**src/rtl/reg8file_ctrl.sv**
```systemverilog
// Write-port arbiter and snapshot scan sequencer for an 8 x 8-bit register file.
// Two requesters share the write port round-robin; a scan streams every register out in order.
module reg8file_ctrl #(
  parameter int DW   = 8,
  parameter int AW   = 3,
  parameter int NREG = 8
) (
  input  logic          clk,
  input  logic          clr_n,
  input  logic          a_valid,
  output logic          a_ready,
  input  logic [AW-1:0] a_addr,
  input  logic [DW-1:0] a_data,
  input  logic          b_valid,
  output logic          b_ready,
  input  logic [AW-1:0] b_addr,
  input  logic [DW-1:0] b_data,
  input  logic [AW-1:0] rd_addr,
  output logic          rf_en,
  output logic [AW-1:0] rf_wsel,
  output logic [DW-1:0] rf_d,
  output logic [AW-1:0] rf_rsel,
  input  logic [DW-1:0] rf_q,
  input  logic          scan_start,
  output logic          scan_busy,
  output logic          scan_valid,
  output logic [AW-1:0] scan_addr,
  output logic [DW-1:0] scan_data
);

  typedef enum logic {IDLE = 1'b0, SCAN = 1'b1} state_t;

  localparam logic [AW-1:0] LAST_IDX = AW'(NREG - 1);

  state_t        state_q, state_d;
  logic [AW-1:0] cnt_q, cnt_d;
  logic          prio_a_q, prio_a_d;
  logic          rf_en_q, rf_en_d;
  logic [AW-1:0] rf_wsel_q, rf_wsel_d;
  logic [DW-1:0] rf_d_q, rf_d_d;
  logic          scan_valid_q, scan_valid_d;
  logic [AW-1:0] scan_addr_q, scan_addr_d;
  logic [DW-1:0] scan_data_q, scan_data_d;
  logic          wr_open_s;
  logic          a_fire_s;
  logic          b_fire_s;

  // Writes are only admitted in IDLE when no scan is being requested, keeping the snapshot clean.
  assign wr_open_s = (state_q == IDLE) && !scan_start;
  assign a_ready   = wr_open_s && a_valid && (!b_valid || prio_a_q);
  assign b_ready   = wr_open_s && b_valid && (!a_valid || !prio_a_q);
  assign a_fire_s  = a_valid && a_ready;
  assign b_fire_s  = b_valid && b_ready;

  assign rf_rsel    = (state_q == SCAN) ? cnt_q : rd_addr;
  assign scan_busy  = (state_q == SCAN);
  assign rf_en      = rf_en_q;
  assign rf_wsel    = rf_wsel_q;
  assign rf_d       = rf_d_q;
  assign scan_valid = scan_valid_q;
  assign scan_addr  = scan_addr_q;
  assign scan_data  = scan_data_q;

  always_comb begin
    state_d      = state_q;
    cnt_d        = cnt_q;
    prio_a_d     = prio_a_q;
    rf_en_d      = a_fire_s || b_fire_s;
    rf_wsel_d    = rf_wsel_q;
    rf_d_d       = rf_d_q;
    scan_valid_d = 1'b0;
    scan_addr_d  = scan_addr_q;
    scan_data_d  = scan_data_q;

    // The pointer moves only on a completed transfer, towards the other requester.
    if (a_fire_s) begin
      rf_wsel_d = a_addr;
      rf_d_d    = a_data;
      prio_a_d  = 1'b0;
    end else if (b_fire_s) begin
      rf_wsel_d = b_addr;
      rf_d_d    = b_data;
      prio_a_d  = 1'b1;
    end else begin
      rf_wsel_d = rf_wsel_q;
      rf_d_d    = rf_d_q;
    end

    case (state_q)
      IDLE: begin
        if (scan_start) begin
          state_d = SCAN;
          cnt_d   = {AW{1'b0}};
        end else begin
          state_d = IDLE;
        end
      end
      SCAN: begin
        scan_valid_d = 1'b1;
        scan_addr_d  = cnt_q;
        scan_data_d  = rf_q;
        cnt_d        = cnt_q + AW'(1);
        if (cnt_q == LAST_IDX) begin
          state_d = IDLE;
        end else begin
          state_d = SCAN;
        end
      end
      default: begin
        state_d = IDLE;
      end
    endcase
  end

  // Reset leaves A with priority so it wins the first tie.
  always_ff @(posedge clk or negedge clr_n) begin
    if (!clr_n) begin
      state_q      <= IDLE;
      cnt_q        <= {AW{1'b0}};
      prio_a_q     <= 1'b1;
      rf_en_q      <= 1'b0;
      rf_wsel_q    <= {AW{1'b0}};
      rf_d_q       <= {DW{1'b0}};
      scan_valid_q <= 1'b0;
      scan_addr_q  <= {AW{1'b0}};
      scan_data_q  <= {DW{1'b0}};
    end else begin
      state_q      <= state_d;
      cnt_q        <= cnt_d;
      prio_a_q     <= prio_a_d;
      rf_en_q      <= rf_en_d;
      rf_wsel_q    <= rf_wsel_d;
      rf_d_q       <= rf_d_d;
      scan_valid_q <= scan_valid_d;
      scan_addr_q  <= scan_addr_d;
      scan_data_q  <= scan_data_d;
    end
  end

endmodule

```
**config.mk**
```make
export PLATFORM = sky130hd
export DESIGN_NAME = reg8file_ctrl
export DESIGN_NICKNAME = d
export VERILOG_FILES = /design/src/rtl/reg8file_ctrl.sv
export SDC_FILE = /design/constraint.sdc
export NUM_CORES = 1
export LEC_CHECK = 0
export CAP_MARGIN = 20
export CORE_ASPECT_RATIO = 0.5
export CORE_MARGIN = 8
export CORE_UTILIZATION = 45
export DETAILED_ROUTE_END_ITERATION = 8
export DONT_BUFFER_PORTS = 1
export PLACE_DENSITY = 0.58
export SLEW_MARGIN = 30
export SYNTH_ARGS = -nofsm -noshare
export SYNTH_HDL_FRONTEND = slang
export SYNTH_SLANG_ARGS = --single-unit
```
**constraint.sdc**
```tcl
create_clock -name clk -period 1.29 [get_ports clk]
set_input_delay 0.258 -clock clk [delete_from_list [all_inputs] [get_ports clk]]
set_output_delay 0.258 -clock clk [all_outputs]
set_load 0.05 [all_outputs]
```
Word-level counts from Yosys, hierarchy flattened
Cells that the tools add are included.
{ "word_totals": {"register_bits": 29, "input_bits": 38, "wordCells": 41, "out_inout_bits": 30} }
{ "op_classes": {"n_addsub": 1, "bitwise_logic": 1, "mux": 13, "n_eq_ne": 2, "reduce_logical": 15} }
{ "op_table": {"columns": ["cell", "n"], "rows": [
  ["8-bit two-way mux", 2],
  ["3-bit two-way mux", 4],
  ["1-bit logical AND", 7],
  ["3-bit case mux with 2 select lines", 1],
  ["1-bit two-way mux", 5],
  ["1-bit zero test", 4],
  ["3-bit by 1-bit adder with 3-bit output, second input constant", 1],
  ["3-bit == test, second input constant", 1],
  ["1-bit logical OR", 3],
  ["2-bit inequality test, second input constant", 1],
  ["1-bit case mux with 2 select lines", 1],
  ["2-bit nonzero test", 1],
  ["1-bit inverter", 1]
]} }

Logic depth before layout (Yosys ltp)
Gate-level depths: netlist of the first run.
{ "logic_depth": {"word_depth": 7, "ltp_mapped": 5, "mapped_depth_nobuf": 3} }

Worst setup path before layout of the first run
No wires, ideal clock.
{ "synth_timing": {"path_type": "register to output", "startpoint": "register state_q (netlist: scan_busy)", "endpoint": "output port rf_rsel[0]", "arrival_ns": 1.963, "stages_incl_launch_ff": 3, "t_required_ns": 1.032, "n_path_buf": 1, "slack_ns": -0.931, "path_cell_list": "dfrtp_1 clkbuf_1 o21ai_0"} }
{ "synth_between": {"elab_chain_cells": 1} }
{ "synth_lines": {"columns": ["element", "line", "rtl"], "rows": [
  ["from (decl)", "35", "state_t state_q, state_d;"],
  ["from (signal assigned)", "128", "state_q <= state_d;"],
  ["3-bit two-way mux", "55", "assign rf_rsel = (state_q == SCAN) ? cnt_q : rd_addr;"],
  ["to (decl)", "22", "output logic [AW-1:0] rf_rsel,"]
]} }
Every way passes these cells.

Worst setup path after layout of the first run
{ "layout_timing": {"startpoint": "register prio_a_q", "endpoint": "output port a_ready"} }
{ "layout_between": {"elab_chain_cells": 2} }
{ "layout_lines": {"columns": ["element", "line", "rtl"], "rows": [
  ["from (decl)", "37", "logic prio_a_q, prio_a_d;"],
  ["from (signal assigned)", "130", "prio_a_q <= prio_a_d;"],
  ["1-bit logical OR", "50", "assign a_ready = wr_open_s && a_valid && (!b_valid || prio_a_q);"],
  ["1-bit logical AND", "50", null],
  ["to (decl)", "11", "output logic a_ready,"]
]} }
Every way passes these cells.

==> summary.txt, run 1 <==
Clock network
  – Total CTS buffers: 5
  – Max Buffers Root-to-Sink: 2
  – Max H-tree Level: 2
  – Clock slew at reported path FFs: 0.06 ns
  – Root Driver: clkbuf_8
  – Clk Latency, worst-skew pair: 0.28 ns
  – Sinks on Clock Net: 29
  – CTS tree: done

Routing
  – DR pass1 iterations: 4
  – Total Wirelength: 3710 um
  – Vias per cell: 5.33
  – DR vias: 1104
  – Routed len/inst: 17.9 um
  – DRC: 0
  – Routed Antenna Nets: 0
  – Detailed router's first-iteration violation count: 27

Power and ir drop
  – Pwr dens: 3000 mW/mm^2
  – Leakage: 0.946 nW
  – Total power: 6.33 mW
  – Worst VDD drop: 0.00200 V

Placement
  – Detail Placement HPWL: 2570 um
  – Inst Count DP: 188
  – Port-buffer cells: 0
  – Gpl congestion: 0.693
  – Area post-placement: 0.00175 mm^2

STA
  – Setup tns final: -2.00 ns
  – Clock Skew: 0.0111 ns
  – Final setup violation count: 18
  – Worst slew margin: 67.9%
  – Unrepaired setup endpoints after global routing: yes
  – Final period util: 118%
  – Final setup margin: -0.235 ns
  – Worst Max-Slew Pin Slew: 0.481 ns
  – Fmax: 0.656 GHz
  – Final hold slack: 0.0663 ns
  – Final Hold Viols: 0
  – Slew Limit Fails: 0
  – Minimum clock period: 1.53 ns

Logic synthesis
  – Main combinational cell family by area after synthesis: compound AO/OA/AOI/OAI gates
  – Mean Syn Cell Area: 11.3 um^2
  – Post-synthesis mux area share: 7.32%
  – Synth Area in XOR/XNOR: 0%
  – Cell with the most instances after synthesis: dfrtp_1
  – Synth Register Bits: 29
  – Largest cells by area after synthesis: dfrtp_1, o311ai_2, mux2_2, o21ai_0, nand4_1
  – Post-synth top cells: dfrtp_1, inv_1, o21ai_0, nand4_1
  – Post-synthesis compound-gate area fraction: 21.1%
  – EDFF count, synth: 0
  – Synthesized instance count: 123
  – Post-synth top area share: 50.6%
  – Area leader, netlist: dfrtp_1
  – Area share of fa/ha/maj cells after synthesis: 1.81%
  – Syn Nets: 163
  – YS warnings: 0
  – Synth Flop Type: dfrtp_1
  – Post-synthesis sequential area ratio: 52.5%
  – Simple-Gate Fraction of Synth Area: 8.31%
  – Asr flop ratio synth: 100%
  – Post-synthesis cell type count: 22
  – Synthesized cell area: 0.00139 mm^2

Critical path
  – WP data required: 1.03 ns
  – CP Capture Type: output pin
  – Crit. Startpoint: prio_a_q$_DFFE_PN1P_
  – FF-to-FF Start: scan_busy$_DFF_PN0_
  – Worst EP arrival: 1.27 ns
  – Critical path class: reg2out
  – CP startpoint kind: flip-flop
  – Crit path max fanout: 5
  – CP peak stage delay: 0.53 ns
  – Critical-path cell list: nand2b_4 -> and3_4 -> buf_12
  – Delay-heaviest family, CP: flip-flops
  – Buffers & Inverters on Critical Path: 1
  – Worst path slowest cell: dfstp_2

Hold path
  – Hold path startpoint: a_valid
  – Worst Hold Class: in2reg

Final layout
  – Ratio of cells with drive above 1 in the final layout: 56.3%
  – Nets: 206
  – Area Overhead vs Synth: 52.6%
  – Final Non-Filler Cells: 207
  – Final Cell Area: 0.00211 mm^2
  – Antenna diode count: 0

Global routing
  – GR Overflow Total: 0
  – Vias in the first global route: 1159
  – Largest net degree at the start of global routing: 30
  – First-pass GRT wire length: 6000 um
  – Initial antenna violation count: 0
  – Global Route Usage Sum: 14.7%

Die
  – Chip width: 94.5 um
  – CORE AREA: 0.00296 mm^2
  – IO Count: 68
  – Die area: 0.00522 mm^2
  – Initial core utilization: 46.8%
  – Die Ht: 55.2 um
  – Site Rows: 14

Status
  – Failing checks: negative setup slack
  – Outcome: finished, violations left

Job
  – Maxcap violations: 0
[final cells by class]
type                            count  area (um^2)
Fill cell                         219          847
Sequential cell                    29          728
Multi-Input combinational cell     67          703
Timing Repair Buffer               45          474
Clock buffer                        8         90.1
Inverter                           18         67.6
Tap cell                           40         50.0
[kinds of logic (layout without fill, tap and decap cells)]
| group | count (synthesis) | after routing |
|---|---|---|
| muxes | 9 | 9 |
| adders and majority gates | 2 | 2 |
| AOI/OAI and AO/OA | 35 | 35 |
| and+or+nand+nor | 20 | 21 |
| DFF | 29 | 29 |
| buffers and inverters | 28 | 71 |
[sequential cells by signal, summed over array words and instances (netlist names)]
register / flops
cnt_q: 3
prio_a_q: 1
rf_d: 8
rf_en: 1
rf_wsel: 3
scan_addr: 3
scan_busy: 1
scan_data: 8
scan_valid: 1
[path summary, 6_finish.rpt]
path                       cells after the start  slack [ns]                  endpoint
max in group asynchronous                      2        0.64      prio_a_q$_DFFE_PN1P_
min                                            1        0.07      prio_a_q$_DFFE_PN1P_
min reg2reg                                    2        0.50    rf_wsel[1]$_DFFE_PN0P_
max reg2reg                                    6       -0.11       rf_d[1]$_DFFE_PN0P_
min in group asynchronous                      2        0.41  scan_addr[1]$_DFFE_PN0P_
max                                            3       -0.24                   a_ready
[where the power goes]
part / total, mW / internal [mW] / switching [mW]
logic: 3.82 / 1.64 / 2.18
clock network: 0.757 / 0.434 / 0.323
registers: 1.76 / 1.31 / 0.447
total: 6.33 / 3.39 / 2.95
[layer usage]
metal  global-route usage [%]  vias up  part of all wire (%)
met5                        0        -                     0
met4                     5.95        0                   1.2
met3                     6.86        4                   8.7
met2                     22.1       42                    49
met1                     17.7      531                    41
li1                         -      527                     -
[per-stage QoR]
step                setup WS (ns)  utilization, %
floorplan                  -0.272               -
global placement          -0.0604            59.2
detailed placement        -0.0830            59.2
CTS                        -0.244            68.2
global route               -0.288            71.4
finish                     -0.235            71.4
[cells in the final DEF, fill, tap and decap left out, drive strengths merged]
| cell type | Yosys | final |
|---|---|---|
| o21ai | 18 | 18 |
| and3 | 1 | 1 |
| or2 | 1 | 2 |
| nand2b | 1 | 1 |
| nand4 | 11 | 11 |
| mux2 | 9 | 9 |
| a22o | 2 | 2 |
| clkbuf | 5 | 8 |
| buf | 5 | 44 |
| inv | 18 | 18 |
| dfrtp | 28 | 28 |
| a21oi | 3 | 3 |
| dlygate4sd3 | 0 | 1 |
| dfstp | 1 | 1 |
| nand2 | 4 | 4 |
| ha | 2 | 2 |
| o311ai | 11 | 11 |
| nor2 | 2 | 2 |
| a31oi | 1 | 1 |
[what timing repair did]
item                                    CTS  global route
resized for setup                        28            16
endpoints found under the setup margin   18            18
endpoints found under the hold margin    29             0
setup buffers                             5             3
pin swaps                                 1             4
cloned                                    1             1
hold buffers                              2             0
No activity file was read; power rests on OpenSTA's default activity.
==> inputs of run 2 (changes only) <==
--- a/config.mk
+++ b/config.mk
@@ -5,10 +5,12 @@
 export SDC_FILE = /design/constraint.sdc
 export NUM_CORES = 1
 export LEC_CHECK = 0
+export ABC_AREA = 1
 export CAP_MARGIN = 20
 export CORE_ASPECT_RATIO = 0.5
 export CORE_MARGIN = 8
 export CORE_UTILIZATION = 45
+export CTS_CLUSTER_SIZE = 24
 export DETAILED_ROUTE_END_ITERATION = 8
 export DONT_BUFFER_PORTS = 1
 export PLACE_DENSITY = 0.58
==> run 2 against run 1 <==
Effect of this change: the run still ends with negative setup slack left; combinational power fell by 63%; sequential share of layout area increased by 5.4 points; clock power is 2% lower; sequential cell count unchanged; first-iteration DRC count increased by 37%; via count up 6.2%; clock skew fell by 0.0081 ns; critical path type unchanged.
==> summary.txt, run 2 <==
Final layout
  – Area Overhead vs Synth: 31.0%
  – Final Cell Area: 0.00183 mm^2 (-13%)
  – Fill cells: 268 (+22%)
  – Finished Core Util: 61.4% (-10 points)
  – Nets: 236 (+15%)
  – Most common cell after layout, fill and taps aside: nand2_1
  – Most frequent cells in the layout: nand2_1, dfrtp_1, inv_1
  – Ratio of cells with drive above 1 in the final layout: 24.9% (-31 points)
  – Antenna diode count: 0 (unchanged)

Job
  – Maxcap violations: 0 (unchanged)

Logic synthesis
  – Cell with the most instances after synthesis: nand2_1
  – Post-synth top cells: nand2_1, dfrtp_1, inv_1, nand3_1, nor2_1
  – Post-synthesis cell type count: 17 (-23%)
  – Largest cells by area after synthesis: dfrtp_1, nand2_1, nand3_1, inv_1, buf_6
  – Asr flop ratio synth: 100% (unchanged)
  – Synthesized cell area: 0.00140 mm^2 (+0.81%)
  – Post-synthesis sequential area ratio: 52.1% (-0.42 points)
  – Synth Flop Type: dfrtp_1
  – Synthesized instance count: 175 (+42%)
  – EDFF count, synth: 0 (unchanged)
  – YS warnings: 0 (unchanged)
  – Syn Nets: 215 (+32%)
  – Mean Syn Cell Area: 7.98 um^2 (-29%)
  – Post-synth top area share: 50.2% (-0.41 points)
  – Area leader, netlist: dfrtp_1
  – Synth Register Bits: 29 (unchanged)

STA
  – Final period util: 117% (-0.76 points)
  – Clock Skew: 0.00304 ns (-0.00806 ns)
  – Setup tns final: -1.28 ns (+0.722 ns)
  – Minimum clock period: 1.52 ns (-0.00975 ns)
  – Final Hold Viols: 0 (unchanged)
  – Worst slew margin: 66.0% (-1.9 points)
  – Final setup violation count: 16 (-2)
  – Fmax: 0.660 GHz (+0.64%)
  – Worst Max-Slew Pin Slew: 0.510 ns (+0.0282 ns)
  – Final hold slack: 0.0933 ns (+0.0270 ns)
  – Unrepaired setup endpoints after global routing: yes
  – Final setup margin: -0.226 ns (+0.00975 ns)
  – Slew Limit Fails: 0 (unchanged)

Hold path
  – Worst Hold Class: in2reg
  – Hold path startpoint: rf_q[0]
  – Hold depth: 2 (+1)
  – Hold path endpoint: scan_data[0]$_DFFE_PN0P_

Die
  – IO Count: 68 (unchanged)
  – Chip width: 94.8 um (+0.33%)
  – CORE AREA: 0.00298 mm^2 (+0.59%)
  – Site Rows: 14 (unchanged)
  – Initial core utilization: 46.9% (+0.10 points)
  – Die Ht: 55.4 um (+0.29%)
  – Die area: 0.00525 mm^2 (+0.62%)

Routing
  – DR vias: 1172 (+6.2%)
  – Routed Antenna Nets: 0 (unchanged)
  – Detailed router's first-iteration violation count: 37 (+37%)
  – DRC: 0 (unchanged)
  – Total Wirelength: 3700 um (-0.24%)
  – Vias per cell: 4.95 (-7.3%)
  – DR pass1 iterations: 6 (+2)
  – Routed len/inst: 15.6 um (-13%)

Clock network
  – Root Driver: clkbuf_8
  – Sinks on Clock Net: 29 (unchanged)
  – Total CTS buffers: 5 (unchanged)
  – Max H-tree Level: 2 (unchanged)
  – Max Buffers Root-to-Sink: 2 (unchanged)
  – CTS tree: done
  – Clock slew at reported path FFs: 0.07 ns (about the same)
  – Clk Latency, worst-skew pair: 0.28 ns (about the same)

Placement
  – DP Worst Slack: 0.0193 ns (+0.102 ns)
  – Area post-placement: 0.00155 mm^2 (-11%)
  – Detail Placement HPWL: 2620 um (+1.8%)
  – Port-buffer cells: 0 (unchanged)
  – Gpl congestion: 0.692 (-0.25%)

Critical path
  – Critical path class: reg2out
  – CP Capture Type: output pin
  – Worst EP arrival: 1.26 ns (about the same)
  – WP data required: 1.03 ns (about the same)
  – Crit path max fanout: 7 (+2)
  – CP startpoint kind: flip-flop
  – Delay-heaviest family, CP: flip-flops
  – CP peak stage delay: 0.48 ns (-0.05 ns)
  – Worst path slowest cell: dfrtp_2
  – Critical-path cell list: nor2_8 -> nand2_4 -> a21oi_4 -> buf_12
  – R2r endpoint: rf_d[7]$_DFFE_PN0P_
  – FF-to-FF Start: scan_busy$_DFF_PN0_
  – Setup slack, reg-to-reg: -0.04 ns (+0.07 ns)
  – R2R depth: 7 (+1)
  – Buffers & Inverters on Critical Path: 1 (unchanged)

Power and ir drop
  – Pwr dens: 2740 mW/mm^2 (-8.4%)
  – Worst VDD drop: 0.00131 V (-34%)
  – Leakage: 1.00 nW (+5.8%)

Global routing
  – GR Overflow Total: 0 (unchanged)
  – Global Route Usage Sum: 13.6% (-1.1 points)
  – Initial antenna violation count: 0 (unchanged)
  – Vias in the first global route: 1131 (-2.4%)
  – First-pass GRT wire length: 5570 um (-7.2%)
  – Largest net degree at the start of global routing: 30 (unchanged)

Status
  – Failing checks: negative setup slack
  – Outcome: finished, violations left
[run 2: cell count changes in the layout (fill, tap and decap cells not counted), moves of 3 or more]
| cell | change |
|---|---|
| nand2_1 | +66 |
| nand3_1 | +22 |
| buf_4 | -19 |
| nand4_1 | -11 |
| mux2_2 | -9 |
| o311ai_2 | -9 |
| inv_1 | +7 |
| o21ai_2 | -7 |
| buf_12 | -4 |
| o21ai_1 | -4 |
| o21ai_4 | -3 |
[run 2: worst max-delay path by stage]
| stage | from | to | slack, ns | cells after the start |
|---|---|---|---|---|
| after CTS | scan_busy$_DFF_PN0_ | rf_rsel[1] | -0.24 | 4 |
| after global placement | scan_busy$_DFF_PN0_ | b_ready | 0.04 | 4 |
| after global routing | scan_busy$_DFF_PN0_ | a_ready | -0.29 | 3 |
| after detailed placement | scan_busy$_DFF_PN0_ | b_ready | 0.02 | 4 |
| final | scan_busy$_DFF_PN0_ | b_ready | -0.23 | 4 |
| after floorplan | scan_busy$_DFF_PN0_ | b_ready | -0.32 | 5 |
[run 2: area by class of cell]
cell class / instances / area (um^2) / area share [%]
timing repair buffer: 22 / 253 / 13.8
sequential: 29 / 729 / 39.9
clock inverter: 3 / 17.5 / 0.958
tap: 40 / 50.0 / 2.74
multi-input combinational: 111 / 601 / 32.8
inverter: 27 / 110 / 6.02
clock buffer: 5 / 68.8 / 3.76
[run 2: stage by stage]
step | instances | power, mW
floorplan | 175 | 3.71
global placement | 220 | 4.04
detailed placement | 220 | 4.06
CTS | 232 | 4.87
global route | 237 | 5.30
finish | 237 | 5.02
[run 2: where the power goes]
| group | total, mW | internal [mW] | switching [mW] |
|---|---|---|---|
| clock network | 0.741 | 0.372 | 0.369 |
| registers | 2.86 | 1.31 | 1.56 |
| logic | 1.42 | 0.599 | 0.817 |
| total | 5.02 | 2.28 | 2.74 |
[run 2: cell families (layout without fill, tap and decap cells)]
logic type,count (synthesis),in the layout,share of synthesized area [%]
flops,29,29,52.1
compound gates,7,7,3.32
fa+ha+maj,2,2,1.79
buf+inv,35,57,11.8
simple gates,102,102,31.0
[run 2: metal layers]
| metal | wire length [um] | global-route usage [%] | vias up |
|---|---|---|---|
| li1 | - | - | 572 |
| met2 | 1700 | 19.9 | 52 |
| met5 | 0 | 0 | - |
| met3 | 431 | 9.15 | 2 |
| met1 | 1560 | 16.2 | 546 |
| met4 | 14 | 2.64 | 0 |
[run 2: what timing repair did]
| action | CTS | global route |
|---|---|---|
| hold buffers | 2 | 0 |
| setup buffers | 2 | 3 |
| gates cloned | 0 | 2 |
| pin swaps | 2 | 4 |
| setup endpoints to repair | 5 | 16 |
| endpoints found under the hold margin | 29 | 0 |
| resized for setup | 0 | 25 |
==> inputs of run 3 (changes only) <==
--- a/config.mk
+++ b/config.mk
@@ -13,7 +13,7 @@
 export CTS_CLUSTER_SIZE = 24
 export DETAILED_ROUTE_END_ITERATION = 8
 export DONT_BUFFER_PORTS = 1
-export PLACE_DENSITY = 0.58
+export PLACE_DENSITY = 0.67
 export SLEW_MARGIN = 30
 export SYNTH_ARGS = -nofsm -noshare
 export SYNTH_HDL_FRONTEND = slang
==> run 3 against run 2 <==
Effect of this change: the flow still finishes with violations (negative setup slack); final area up 0.68%; setup slack better by 0.015 ns; combinational power down 4%; global-route usage up 0.53 points; first-iteration DRC count down 35%; utilization up 0.42 points; sequential power about the same; clock power up 9.7%; register-to-register slack worse by 0.12 ns.
==> summary.txt, run 3 (synthesized netlist as in run 2, its figures left out) <==
Final layout
  – Antenna diode count: 0 (unchanged)
  – Most common cell after layout, fill and taps aside: nand2_1
  – Final Non-Filler Cells: 237 (unchanged)
  – Fill cells: 285 (+6.3%)
  – Most frequent cells in the layout: nand2_1, dfrtp_1, inv_1
  – Ratio of cells with drive above 1 in the final layout: 27.4% (+2.5 points)
  – Finished Core Util: 61.8% (+0.42 points)
  – Area Overhead vs Synth: 31.9%
  – Nets: 236 (unchanged)

Hold path
  – Worst Hold Class: in2reg
  – Hold depth: 2 (unchanged)
  – Hold path startpoint: rf_q[1]
  – Hold path endpoint: scan_data[1]$_DFFE_PN0P_

Critical path
  – Critical path class: reg2out
  – Critical-path cell list: inv_2 -> nand2_2 -> nand3_2 -> clkinvlp_4
  – Worst path slowest cell: dfstp_2
  – FF-to-FF Start: scan_busy$_DFF_PN0_
  – WP data required: 1.03 ns (about the same)
  – R2r endpoint: rf_en$_DFF_PN0_
  – Setup slack, reg-to-reg: -0.16 ns (-0.12 ns)
  – Delay-heaviest family, CP: flip-flops
  – CP startpoint kind: flip-flop
  – CP Capture Type: output pin
  – Worst EP arrival: 1.24 ns (-0.02 ns)
  – Buffers & Inverters on Critical Path: 2 (+1)
  – R2R depth: 6 (-1)
  – CP peak stage delay: 0.54 ns (+0.06 ns)
  – Crit path max fanout: 2 (-5)

Global routing
  – Largest net degree at the start of global routing: 30 (unchanged)
  – Global Route Usage Sum: 14.1% (+0.53 points)
  – GR Overflow Total: 0 (unchanged)
  – Initial antenna violation count: 0 (unchanged)
  – Vias in the first global route: 1224 (+8.2%)
  – First-pass GRT wire length: 5870 um (+5.4%)

Placement
  – Gpl congestion: 0.729 (+5.3%)
  – Port-buffer cells: 0 (unchanged)
  – Detail Placement HPWL: 2540 um (-3.0%)
  – Inst Count DP: 217 (-1.4%)

Routing
  – DR vias: 1170 (-0.17%)
  – Vias per cell: 4.94 (-0.17%)
  – DR pass1 iterations: 4 (-2)
  – Routed len/inst: 15.3 um (-2.0%)
  – Total Wirelength: 3620 um (-2.0%)
  – Routed Antenna Nets: 0 (unchanged)
  – DRC: 0 (unchanged)
  – Detailed router's first-iteration violation count: 24 (-35%)

STA
  – Final period util: 116% (-1.2 points)
  – Unrepaired setup endpoints after global routing: yes
  – Fmax: 0.666 GHz (+1.0%)
  – Clock Skew: 0.00145 ns (-0.00159 ns)
  – Final Hold Viols: 0 (unchanged)
  – Minimum clock period: 1.50 ns (-0.0150 ns)
  – Worst Max-Slew Pin Slew: 0.493 ns (-0.0166 ns)
  – Final setup margin: -0.211 ns (+0.0150 ns)
  – Worst slew margin: 67.1% (+1.1 points)
  – Final setup violation count: 18 (+2)
  – Slew Limit Fails: 0 (unchanged)

Power and ir drop
  – Clock Power Share: 16.1% (+1.3 points)
  – Leakage: 0.988 nW (-1.3%)
  – Pwr dens: 2740 mW/mm^2 (about the same)
  – Logic pwr share: 27.1% (-1.1 points)
  – Switching Fraction: 53.5% (-1.1 points)
  – NetSw: 2.70 mW (-1.4%)
  – Flop pwr share: 56.8% (-0.2 points)
  – Pint: 2.35 mW (+3.1%)
  – Worst VDD drop: 0.00137 V (+4.1%)

Die
  – Die Ht: 55.4 um (unchanged)
  – Die area: 0.00525 mm^2 (unchanged)
  – IO Count: 68 (unchanged)
  – Site Rows: 14 (unchanged)
  – CORE AREA: 0.00298 mm^2 (unchanged)
  – Initial core utilization: 46.9% (unchanged)
  – Chip width: 94.8 um (unchanged)

Clock network
  – Clock slew at reported path FFs: 0.06 ns (about the same)
  – Max H-tree Level: 2 (unchanged)
  – Total CTS buffers: 5 (unchanged)
  – Clk Latency, worst-skew pair: 0.27 ns (about the same)
  – Root Driver: clkbuf_8
  – Max Buffers Root-to-Sink: 2 (unchanged)
  – Sinks on Clock Net: 29 (unchanged)
  – CTS tree: done

Status
  – Failing checks: negative setup slack
  – Outcome: finished, violations left

Job
  – Maxcap violations: 0 (unchanged)
[run 3: changes by cell type in the layout (fill, tap and decap cells not counted), sizes merged]
cell | previous run | this run
clkbuf | 6 | 7
clkinv | 3 | 1
inv | 25 | 26
[run 3: layout make-up]
type,instances,area [um^2],area share (%)
sequential,29,729,39.6
multi-input combinational,111,613,33.3
tap,40,50.0,2.72
clock buffer,7,96.3,5.23
clock inverter,1,5.00,0.272
timing repair inverter,1,7.51,0.408
inverter,27,108,5.84
timing repair buffer,21,233,12.6
[run 3: how the worst max path moves through the flow]
| stage | start | endpoint | slack [ns] | cells past startpoint |
|---|---|---|---|---|
| floorplan | scan_busy$_DFF_PN0_ | b_ready | -0.32 | 5 |
| global placement | scan_busy$_DFF_PN0_ | b_ready | 0.05 | 4 |
| detailed placement | scan_busy$_DFF_PN0_ | a_ready | 0.02 | 3 |
| CTS | prio_a_q$_DFFE_PN1P_ | a_ready | -0.22 | 4 |
| global route | scan_busy$_DFF_PN0_ | b_ready | -0.26 | 4 |
| finish | prio_a_q$_DFFE_PN1P_ | a_ready | -0.21 | 4 |
[run 3: power by group through the flow]
stage / Clock, mW / Sequential (mW) / Combinational [mW]
after floorplan: 0 / 2.79 / 0.917
after detailed placement: 0 / 2.89 / 1.09
after global placement: 0 / 2.88 / 1.06
after CTS: 0.841 / 2.88 / 1.30
after global routing: 0.887 / 2.93 / 1.51
final: 0.813 / 2.87 / 1.37
[run 3: repair_timing]
action / in CTS / in global routing
setup endpoints to repair: 6 / 18
pin swaps: 2 / 9
buffers inserted: 5 / 4
endpoints found under the hold margin: 29 / 0
hold buffers: 2 / 0
gates cloned: 0 / 1
resized for setup: 8 / 19
[run 3: stage by stage]
stage / TNS, ns / hold WS [ns] / power, mW / setup WS, ns / area (um^2)
6_report: -1.89 / 0.100 / 5.05 / -0.211 / 1840
5_1_grt: -3.09 / 0.0948 / 5.33 / -0.265 / 1840
4_1_cts: -1.01 / 0.0930 / 5.02 / -0.220 / 1740
3_5_place_dp: 0 / -0.0368 / 3.98 / 0.0204 / 1530
3_3_place_gp: 0 / -0.0368 / 3.94 / 0.0522 / 1530
2_1_floorplan: -1.31 / -0.0376 / 3.71 / -0.317 / 1460
[run 3: routing by layer]
| layer | global-route usage (%) | wire [um] | vias up |
|---|---|---|---|
| met5 | 0 | 0 | - |
| met4 | 5.29 | 54 | 0 |
| met3 | 6.33 | 379 | 7 |
| met2 | 23.6 | 1850 | 43 |
| met1 | 15.4 | 1340 | 546 |
| li1 | - | - | 574 |
